### src/rtl/dispatch_pkg.sv
// Shared types and helpers for the round-robin kernel block dispatcher.
package dispatch_pkg;

  typedef enum logic [2:0] {StIdle, StPrime, StDispatch, StDrain, StDone} state_e;
  typedef enum logic [1:0] {CoreFree, CoreRun, CoreRecycle} core_state_e;

  localparam int unsigned MaxCores = 16;

  function automatic int unsigned ceil_div(input int unsigned num, input int unsigned den);
    return (num + den - 32'd1) / den;
  endfunction

  function automatic int unsigned popcount(input logic [MaxCores-1:0] vec);
    int unsigned cnt;
    cnt = 0;
    for (int i = 0; i < MaxCores; i++) cnt += 32'(vec[i]);
    return cnt;
  endfunction

endpackage

### src/rtl/dispatch_rr_arbiter.sv
// Combinational round-robin picker: first requester at or after ptr, wrapping.
module rr_arbiter #(
  parameter int unsigned NUM_CORES = 2,
  localparam int unsigned IdxW = (NUM_CORES > 1) ? $clog2(NUM_CORES) : 1
) (
  input  logic [NUM_CORES-1:0] req,
  input  logic [IdxW-1:0]      ptr,
  output logic [NUM_CORES-1:0] gnt,
  output logic [IdxW-1:0]      gnt_idx,
  output logic                 valid
);

  logic [IdxW-1:0] idx;

  always_comb begin
    gnt     = '0;
    gnt_idx = '0;
    valid   = 1'b0;
    idx     = '0;
    for (int unsigned off = 0; off < NUM_CORES; off++) begin
      idx = IdxW'((32'(ptr) + off) % NUM_CORES);
      if (!valid && req[idx]) begin
        valid   = 1'b1;
        gnt_idx = idx;
      end
    end
    gnt[gnt_idx] = valid;
  end

endmodule

### src/rtl/dispatch_rr.sv
// Splits a kernel into fixed-size thread blocks and hands them to cores round-robin.
module dispatch_rr
  import dispatch_pkg::*;
#(
  parameter int unsigned NUM_CORES         = 2,
  parameter int unsigned THREADS_PER_BLOCK = 4,
  parameter int unsigned THREAD_COUNT_W    = 8,
  parameter int unsigned BLOCK_ID_W        = 8,
  localparam int unsigned TC_W             = $clog2(THREADS_PER_BLOCK + 1)
) (
  input  logic                             clk,
  input  logic                             reset,
  input  logic                             start,
  input  logic                             abort,
  input  logic [THREAD_COUNT_W-1:0]        thread_count,
  input  logic [NUM_CORES-1:0]             core_done,
  output logic [NUM_CORES-1:0]             core_start,
  output logic [NUM_CORES-1:0]             core_reset,
  output logic [NUM_CORES*BLOCK_ID_W-1:0]  core_block_id,
  output logic [NUM_CORES*TC_W-1:0]        core_thread_count,
  output logic [BLOCK_ID_W-1:0]            blocks_done,
  output logic                             busy,
  output logic                             done,
  output logic                             aborted
);

  localparam int unsigned IdxW = (NUM_CORES > 1) ? $clog2(NUM_CORES) : 1;

  state_e                          state_q, state_d;
  core_state_e                     core_st_q [NUM_CORES];
  core_state_e                     core_st_d [NUM_CORES];
  logic [THREAD_COUNT_W-1:0]       tc_q, tc_d;
  logic [BLOCK_ID_W-1:0]           disp_q, disp_d, done_cnt_q, done_cnt_d, total_blocks;
  logic [IdxW-1:0]                 rr_q, rr_d, gnt_idx;
  logic [NUM_CORES-1:0]            start_q, start_d, creset_q, creset_d, req, comp, gnt;
  logic [NUM_CORES*BLOCK_ID_W-1:0] bid_q, bid_d;
  logic [NUM_CORES*TC_W-1:0]       ctc_q, ctc_d;
  logic                            aborted_q, aborted_d, gnt_valid;
  logic [31:0]                     remaining;
  logic [TC_W-1:0]                 blk_threads;

  assign total_blocks = BLOCK_ID_W'(ceil_div(32'(tc_q), THREADS_PER_BLOCK));
  // Only the final block can be short; every earlier one is full.
  assign remaining    = 32'(tc_q) - 32'(disp_q) * THREADS_PER_BLOCK;
  assign blk_threads  = (remaining >= THREADS_PER_BLOCK) ? TC_W'(THREADS_PER_BLOCK)
                                                         : TC_W'(remaining);

  always_comb begin
    req  = '0;
    comp = '0;
    for (int i = 0; i < NUM_CORES; i++) begin
      req[i]  = (core_st_q[i] == CoreFree);
      comp[i] = (core_st_q[i] == CoreRun) && core_done[i];
    end
  end

  rr_arbiter #(
    .NUM_CORES(NUM_CORES)
  ) u_rr_arbiter (
    .req    (req),
    .ptr    (rr_q),
    .gnt    (gnt),
    .gnt_idx(gnt_idx),
    .valid  (gnt_valid)
  );

  always_comb begin
    state_d    = state_q;
    tc_d       = tc_q;
    disp_d     = disp_q;
    done_cnt_d = done_cnt_q;
    rr_d       = rr_q;
    start_d    = start_q;
    creset_d   = '0;
    bid_d      = bid_q;
    ctc_d      = ctc_q;
    aborted_d  = 1'b0;
    for (int i = 0; i < NUM_CORES; i++) begin
      core_st_d[i] = (core_st_q[i] == CoreRecycle) ? CoreFree : core_st_q[i];
    end

    if (abort && state_q != StIdle) begin
      state_d   = StIdle;
      start_d   = '0;
      creset_d  = '1;
      aborted_d = 1'b1;
      for (int i = 0; i < NUM_CORES; i++) core_st_d[i] = CoreFree;
    end else begin
      case (state_q)
        StIdle: begin
          if (start) begin
            tc_d       = thread_count;
            disp_d     = '0;
            done_cnt_d = '0;
            creset_d   = '1;
            state_d    = StPrime;
          end
        end
        StPrime: begin
          start_d = '0;
          for (int i = 0; i < NUM_CORES; i++) core_st_d[i] = CoreFree;
          state_d = (total_blocks == '0) ? StDone : StDispatch;
        end
        StDispatch, StDrain: begin
          for (int i = 0; i < NUM_CORES; i++) begin
            if (comp[i]) begin
              start_d[i]   = 1'b0;
              creset_d[i]  = 1'b1;
              core_st_d[i] = CoreRecycle;
            end
          end
          done_cnt_d = done_cnt_q + BLOCK_ID_W'(popcount(MaxCores'(comp)));
          if (state_q == StDispatch && gnt_valid) begin
            for (int i = 0; i < NUM_CORES; i++) begin
              if (gnt[i]) begin
                start_d[i]                          = 1'b1;
                bid_d[i*BLOCK_ID_W +: BLOCK_ID_W]   = disp_q;
                ctc_d[i*TC_W +: TC_W]               = blk_threads;
                core_st_d[i]                        = CoreRun;
              end
            end
            rr_d   = IdxW'((32'(gnt_idx) + 32'd1) % NUM_CORES);
            disp_d = disp_q + BLOCK_ID_W'(1);
            if (disp_d == total_blocks) state_d = StDrain;
          end
          if (state_q == StDrain && done_cnt_q == total_blocks) state_d = StDone;
        end
        StDone: begin
          start_d = '0;
          if (!start) state_d = StIdle;
        end
        default: state_d = StIdle;
      endcase
    end
  end

  always_ff @(posedge clk) begin
    if (!reset) begin
      state_q    <= StIdle;
      tc_q       <= '0;
      disp_q     <= '0;
      done_cnt_q <= '0;
      rr_q       <= '0;
      start_q    <= '0;
      creset_q   <= '1;
      bid_q      <= '0;
      ctc_q      <= '0;
      aborted_q  <= 1'b0;
      for (int i = 0; i < NUM_CORES; i++) core_st_q[i] <= CoreFree;
    end else begin
      state_q    <= state_d;
      tc_q       <= tc_d;
      disp_q     <= disp_d;
      done_cnt_q <= done_cnt_d;
      rr_q       <= rr_d;
      start_q    <= start_d;
      creset_q   <= creset_d;
      bid_q      <= bid_d;
      ctc_q      <= ctc_d;
      aborted_q  <= aborted_d;
      for (int i = 0; i < NUM_CORES; i++) core_st_q[i] <= core_st_d[i];
    end
  end

  assign core_start        = start_q;
  assign core_reset        = creset_q;
  assign core_block_id     = bid_q;
  assign core_thread_count = ctc_q;
  assign blocks_done       = done_cnt_q;
  assign aborted           = aborted_q;
  assign busy              = (state_q == StPrime) || (state_q == StDispatch) ||
                             (state_q == StDrain);
  assign done              = (state_q == StDone);

endmodule

### config.mk
export PLATFORM = sky130hd
export DESIGN_NAME = dispatch_rr
export DESIGN_NICKNAME = d
export VERILOG_FILES = /design/src/rtl/dispatch_pkg.sv /design/src/rtl/dispatch_rr_arbiter.sv /design/src/rtl/dispatch_rr.sv
export SDC_FILE = /design/constraint.sdc
export NUM_CORES = 1
export LEC_CHECK = 0
export ABC_AREA = 1
export CAP_MARGIN = 30
export CORE_MARGIN = 2
export CORE_UTILIZATION = 50
export CTS_CLUSTER_SIZE = 30
export DETAILED_ROUTE_END_ITERATION = 8
export PLACE_DENSITY = 0.76
export SLEW_MARGIN = 20
export SYNTH_ARGS = -nofsm -noshare
export SYNTH_HDL_FRONTEND = slang
export SYNTH_SLANG_ARGS = --single-unit
### constraint.sdc
create_clock -name clk -period 2.13 [get_ports clk]
set_clock_uncertainty 0.2 [all_clocks]
set_input_delay 0.426 -clock clk [delete_from_list [all_inputs] [get_ports clk]]
set_output_delay 0.426 -clock clk [all_outputs]
set_load 0.03 [all_outputs]
### Yosys cells after proc, flatten, opt, wreduce, memory -nomap -nowiden

Memories as Yosys holds them, arrays and structs flattened.
Cells that the tools add are included.

| storage, ports and cells | value |
|---|---|
| register bits after elaboration | 55 |
| RAM bits | 4 |
| input bits | 14 |
| output and inout bits | 37 |
| logic and storage cells | 119 |
| memories | 1 |

| operators by class | value |
|---|---|
| add/sub/neg operators | 8 |
| order comparisons | 5 |
| eq/ne operators | 15 |
| mux-type cells | 46 |
| bitwise logic cells | 5 |
| reduce and logical (&&, ||, !) cells | 27 |

Memory list:

| name | depth | width | read ports | clocked after memory_dff | wr ports | line | RTL |
|---|---|---|---|---|---|---|---|
| core_st_q | 2 | 2 | 2 | 0 | 2 | dispatch_rr.sv:30 | `core_state_e core_st_q [NUM_CORES];` |

Operators with widths:

| operator | count |
|---|---|
| 32-bit by 3-bit >= comparator with 1-bit output, second input constant | 1 |
| 8-bit case mux with 2 select lines | 2 |
| 3-bit two-way mux | 7 |
| 2-bit two-way mux | 10 |
| 1-bit two-way mux | 18 |
| 8-bit == test | 2 |
| 8-bit two-way mux | 2 |
| 4-bit AND reduction | 4 |
| 3-bit case mux with 4 select lines | 1 |
| 8-bit by 10-bit subtractor with 11-bit output | 1 |
| 9-bit by 1-bit subtractor with 10-bit output, second input constant | 1 |
| 8-bit by 3-bit adder with 9-bit output, second input constant | 1 |
| 3-bit AND reduction | 3 |
| 8-bit by 1-bit adder with 8-bit output, second input constant | 1 |
| 8-bit by 2-bit adder with 8-bit output | 1 |
| 8-bit logical NOT | 1 |
| 4-bit two-way mux | 2 |
| 2-bit case mux with 2 select lines | 2 |
| 4-bit case mux with 2 select lines | 1 |
| 1-bit logical AND | 7 |
| 3-bit by 2-bit == test with 1-bit output, second input constant | 2 |
| 1-bit by 2-bit less-than comparator with 1-bit output, second input constant | 3 |
| 2-bit inequality test, second input constant | 3 |
| 3-bit inequality test, second input constant | 2 |
| other kinds (18) | 28 |

### Logic depth before layout (Yosys ltp)

| logic depth | value |
|---|---|
| word-level depth | 17 |
| gate-level depth with buffers | 15 |
| gate-level depth less buffers | 15 |

### Hierarchy

From an unflattened synthesis, not the netlist that was laid out.

| second synthesis, totals | value |
|---|---|
| cell total of the unflattened synthesis | 442 |
| area, all modules | 3138.0 sq um |

By module, submodules not included:

| module | instances | cells each | area an instance (sq um) | sequential area each (sq um) |
|---|---|---|---|---|
| dispatch_rr | 1 | 435 | 3108.0 | 1181.1 |
| rr_arbiter | 1 | 7 | 30.0 | 0.0 |

### Worst setup path before layout

No wires, ideal clock.

| timing path | value |
|---|---|
| kind | input port to flip-flop |
| from | in core_done[0] |
| to | reg done_cnt_q[6], in the netlist blocks_done[6] |
| setup time | 0.120 ns |
| arrival | 1.635 ns |
| setup slack | 0.175 ns |
| stages on the path | 11 |
| buffers on the path | 0 |
| cells stage by stage | nand2_1 -> nor2_1 -> fa_1 -> ha_1 -> inv_1 -> nor3_4 -> nand2_1 -> nor2_2 -> nand2_1 -> o21bai_1 -> a21oi_1 |

| between the ends | value |
|---|---|
| word-level cells in the longest chain between the ends | 4 |

RTL lines:

| what | line | RTL |
|---|---|---|
| from (decl) | dispatch_rr.sv:16 | `input logic [NUM_CORES-1:0] core_done,` |
| 1-bit logical AND | dispatch_rr.sv:53 | `comp[i] = (core_st_q[i] == CoreRun) && core_done[i];` |
| 1-bit by 1-bit adder with 2-bit output | dispatch_pkg.sv:16 | `for (int i = 0; i < MaxCores; i++) cnt += 32'(vec[i]);` |
| 8-bit by 2-bit adder with 8-bit output | dispatch_rr.sv:112 | `done_cnt_d = done_cnt_q + BLOCK_ID_W'(popcount(MaxCores'(comp)));` |
| 8-bit case mux with 2 select lines | dispatch_rr.sv:89 | `case (state_q)` |
| to (signal assigned) | dispatch_rr.sv:154 | `done_cnt_q <= done_cnt_d;` |
| to (decl) | dispatch_rr.sv:33 | `logic [BLOCK_ID_W-1:0] disp_q, disp_d, done_cnt_q, done_cnt_d, total_blocks;` |

No other way between the ends.
A chain may end at the register's enable or synchronous reset.

### Worst setup path in the final report

| timing path | value |
|---|---|
| from | reg done_cnt_q[3], in the netlist blocks_done[3] |
| to | out blocks_done[3] |

RTL lines:

| what | line | RTL |
|---|---|---|
| to (decl) | dispatch_rr.sv:21 | `output logic [BLOCK_ID_W-1:0] blocks_done,` |

No word-level cell between the ends.

==> summary.md <==
| Metric | Value |
|---|---|
| Ys Warns | `0` |
| Min Tclk post-route | `2.08 ns` |
| Nets@finish | `526` |
| Crit-path slowest cell | `clkdlybuf4s50_1` |
| Final hold viol count | `0` |
| Area growth syn-to-layout | `32.8%` |
| CTS Buf Count | `9` |
| CTS tree | `yes` |
| Max stage delay on crit path | `0.71 ns` |
| Sw frac | `0.399` |
| Max rail drop VDD | `0.000641 V` |
| Detail Route Antenna Nets | `0` |
| Async SR Flop Fraction | `0` |
| Post-synth cell types | `34` |
| Via density per instance | `5.19` |
| Design Area, Final | `4020 sq um` |
| Clock buffer depth | `2` |
| Logic pwr share | `0.437` |
| Yosys reg bits | `59` |
| Post-route clock period utilization | `0.975` |
| Slew at the pin closest to its max-slew limit | `0.380 ns` |
| CP arrival | `1.45 ns` |
| Top post-synthesis cells by count | `109 x nand2_1, 59 x dfxtp_1, 47 x inv_1` |
| FF/Latch Area | `1190 sq um` |
| Internal Power | `2.58 mW` |
| Routed WL | `7450 um` |
| Fmax | `482 MHz` |
| Cell area power density | `1070 nW/um^2` |
| Clk root buf | `clkbuf_8` |
| Drt pass-1 iters | `5` |
| Gr usage total | `0.237` |
| Worst Hold Class | `reg2reg` |
| CP Max Fanout | `5` |
| Synth area leaders | `dfxtp_1 39%, nand2_1 14%, a21oi_1 7.6%` |
| Htree depth | `3` |
| Area post-placement | `3710 sq um` |
| Initial Utilization | `0.514` |
| First-pass GRT wire length | `12200 um` |
| CP Launch Type | `flip-flop` |
| Core ar. | `5890 sq um` |
| Post-synth EDFFs | `0` |
| Synth Net Count | `453` |
| Share of the synthesized area in the top cell type | `0.390` |
| Clk network pwr share | `0.233` |
| Post-Syn Area per Cell | `7.05 sq um` |
| Max cap viols | `0` |
| Area of the multi-input gates | `1650 sq um` |
| Fill cells | `512` |
| Sequential area share after synthesis | `0.390` |
| Setup violations, final | `0` |
| Top_reg_cell synth | `dfxtp_1` |
| Ant. Diodes | `0` |
| Count leader, synth | `nand2_1` |
| Grt total ovfl | `0` |
| Die Span X | `81.8 um` |
| IO Port Bufs | `50` |
| Flop pwr share | `0.329` |
| CP Class | `reg2out` |
| Number of global-route vias before repair | `2751` |
| Largest net degree at the start of global routing | `23` |
| CTS sink count | `59` |
| Clk_lat worst skew | `0.33 ns` |
| Site Rows | `28` |
| Initial antenna violation count | `0` |
| Die Height | `81.8 um` |
| Yosys top cell by area | `dfxtp_1` |
| Post-Syn Instances | `429` |
| CP top delay family | `buffers and inverters` |
| Total negative slack | `0 ns` |
| WP buf/inv | `1` |
| Leakage power | `1.77 nW` |
| Share of cells above drive strength 1 | `0.162` |
| DRT iter0 DRCs | `171` |
| Clock slew at reported path FFs | `0.06 ns` |
| Gp weighted congestion | `0.898` |
| Cells along the critical path | `clkdlybuf4s50_1` |
| # DRC | `0` |
| DR vias | `3013` |
| Synth Cell Area | `3030 sq um` |
| Routed len/inst | `12.8 um` |
| DPL Wire Length | `5640 um` |
| Slew Viols, Final | `0` |
| Die area | `6690 sq um` |
| Switching pwr | `1.71 mW` |
| Slew margin rel. | `0.744` |
| I/O Pins | `51` |
| Worst Path Required | `1.50 ns` |
| Crit path capture type | `primary output` |
| Status | `finished clean` |
[layout by cell type, fill, tap and decap left out, types with 4 or more instances in the layout]
master,instances
nand2_2,7
nor2_4,4
nand2_1,107
inv_2,9
nor2_1,25
xor2_1,4
nor3_1,4
dfxtp_1,55
inv_1,44
a21oi_1,46
clkdlybuf4s50_1,43
buf_4,19
nand3_1,28
o21ai_1,20
dfxtp_2,4
dlymetal6s2s_1,5
clkbuf_8,11
o21ai_0,19
nor2_2,7
ha_1,6
[power groups by stage]
stage | sequential [mW] | combinational [mW] | clock (mW)
final | 1.41 | 1.87 | 0.999
after global routing | 1.43 | 2.07 | 1.06
after CTS | 1.40 | 1.80 | 1.01
after detailed placement | 1.42 | 1.80 | 0
after global placement | 1.42 | 1.76 | 0
after floorplan | 1.57 | 1.07 | 0
[registers in the layout, summed over array words and instances, names as in the netlist]
name / flops
rr_q: 1
core_st_q: 4
tc_q: 8
core_start: 2
aborted: 1
blocks_done: 8
disp_q: 8
state_q: 3
core_thread_count: 6
core_reset: 2
core_block_id: 16
[metrics by stage]
stage / cells / utilization / hold slack (ns) / worst slack [ns] / total power [mW]
after floorplan: 429 / - / 0.235 / 0.175 / 2.64
after global placement: 561 / 0.631 / 0.242 / -0.358 / 3.18
after detailed placement: 561 / 0.631 / 0.247 / -0.445 / 3.23
after CTS: 576 / 0.665 / 0.256 / 0.000241 / 4.22
after global routing: 581 / 0.682 / 0.282 / -0.00468 / 4.55
final: 581 / 0.682 / 0.255 / 0.0541 / 4.29
[per-layer routing]
layer	track usage	part of all wire
met2	0.380	0.46
met1	0.321	0.47
met4	0.0933	0.017
met5	0	0
met3	0.0352	0.049
[worst paths after layout]
kind                                  startpoint                                 to  slack [ns]  depth (start not counted)
setup / recovery     blocks_done[3]$_SDFFE_PN0P_                     blocks_done[3]        0.05                          1
hold reg to reg   core_block_id[14]$_SDFFE_PN0P_     core_block_id[14]$_SDFFE_PN0P_        0.25                          2
setup reg to reg            tc_q[2]$_SDFFE_PN0P_  core_thread_count[0]$_SDFFE_PN0P_        0.08                         10
hold / removal    core_block_id[14]$_SDFFE_PN0P_     core_block_id[14]$_SDFFE_PN0P_        0.25                          2
[cell type report]
| type | count | share of cell area |
|---|---|---|
| repair buffers | 70 | 0.170 |
| multi-input cells | 308 | 0.412 |
| flip-flops and latches | 59 | 0.295 |
| well taps | 75 | 0.0234 |
| clock buffers | 13 | 0.0396 |
| clock inverters | 2 | 0.00872 |
| inverters | 54 | 0.0511 |
[cell families (layout without fill, tap and decap cells)]
logic type                 Yosys count  in the layout  share of synthesized area
adders and majority gates           10             10                     0.0463
AOI/OAI and AO/OA                   92             92                      0.161
xor gates and xnor gates             4              4                     0.0116
buffers and inverters               62            139                     0.0823
DFF                                 59             59                      0.390
and+or+nand+nor                    202            202                      0.309
[repair_timing]
action                                  in CTS  in global routing
pin swaps                                    1                  9
cloned                                       0                  0
setup buffers                                0                  5
endpoints found under the setup margin       2                 12
hold buffers                                 0                  0
gates resized for setup                      5                 23
Note: power is estimated with default switching activity, not from simulation.
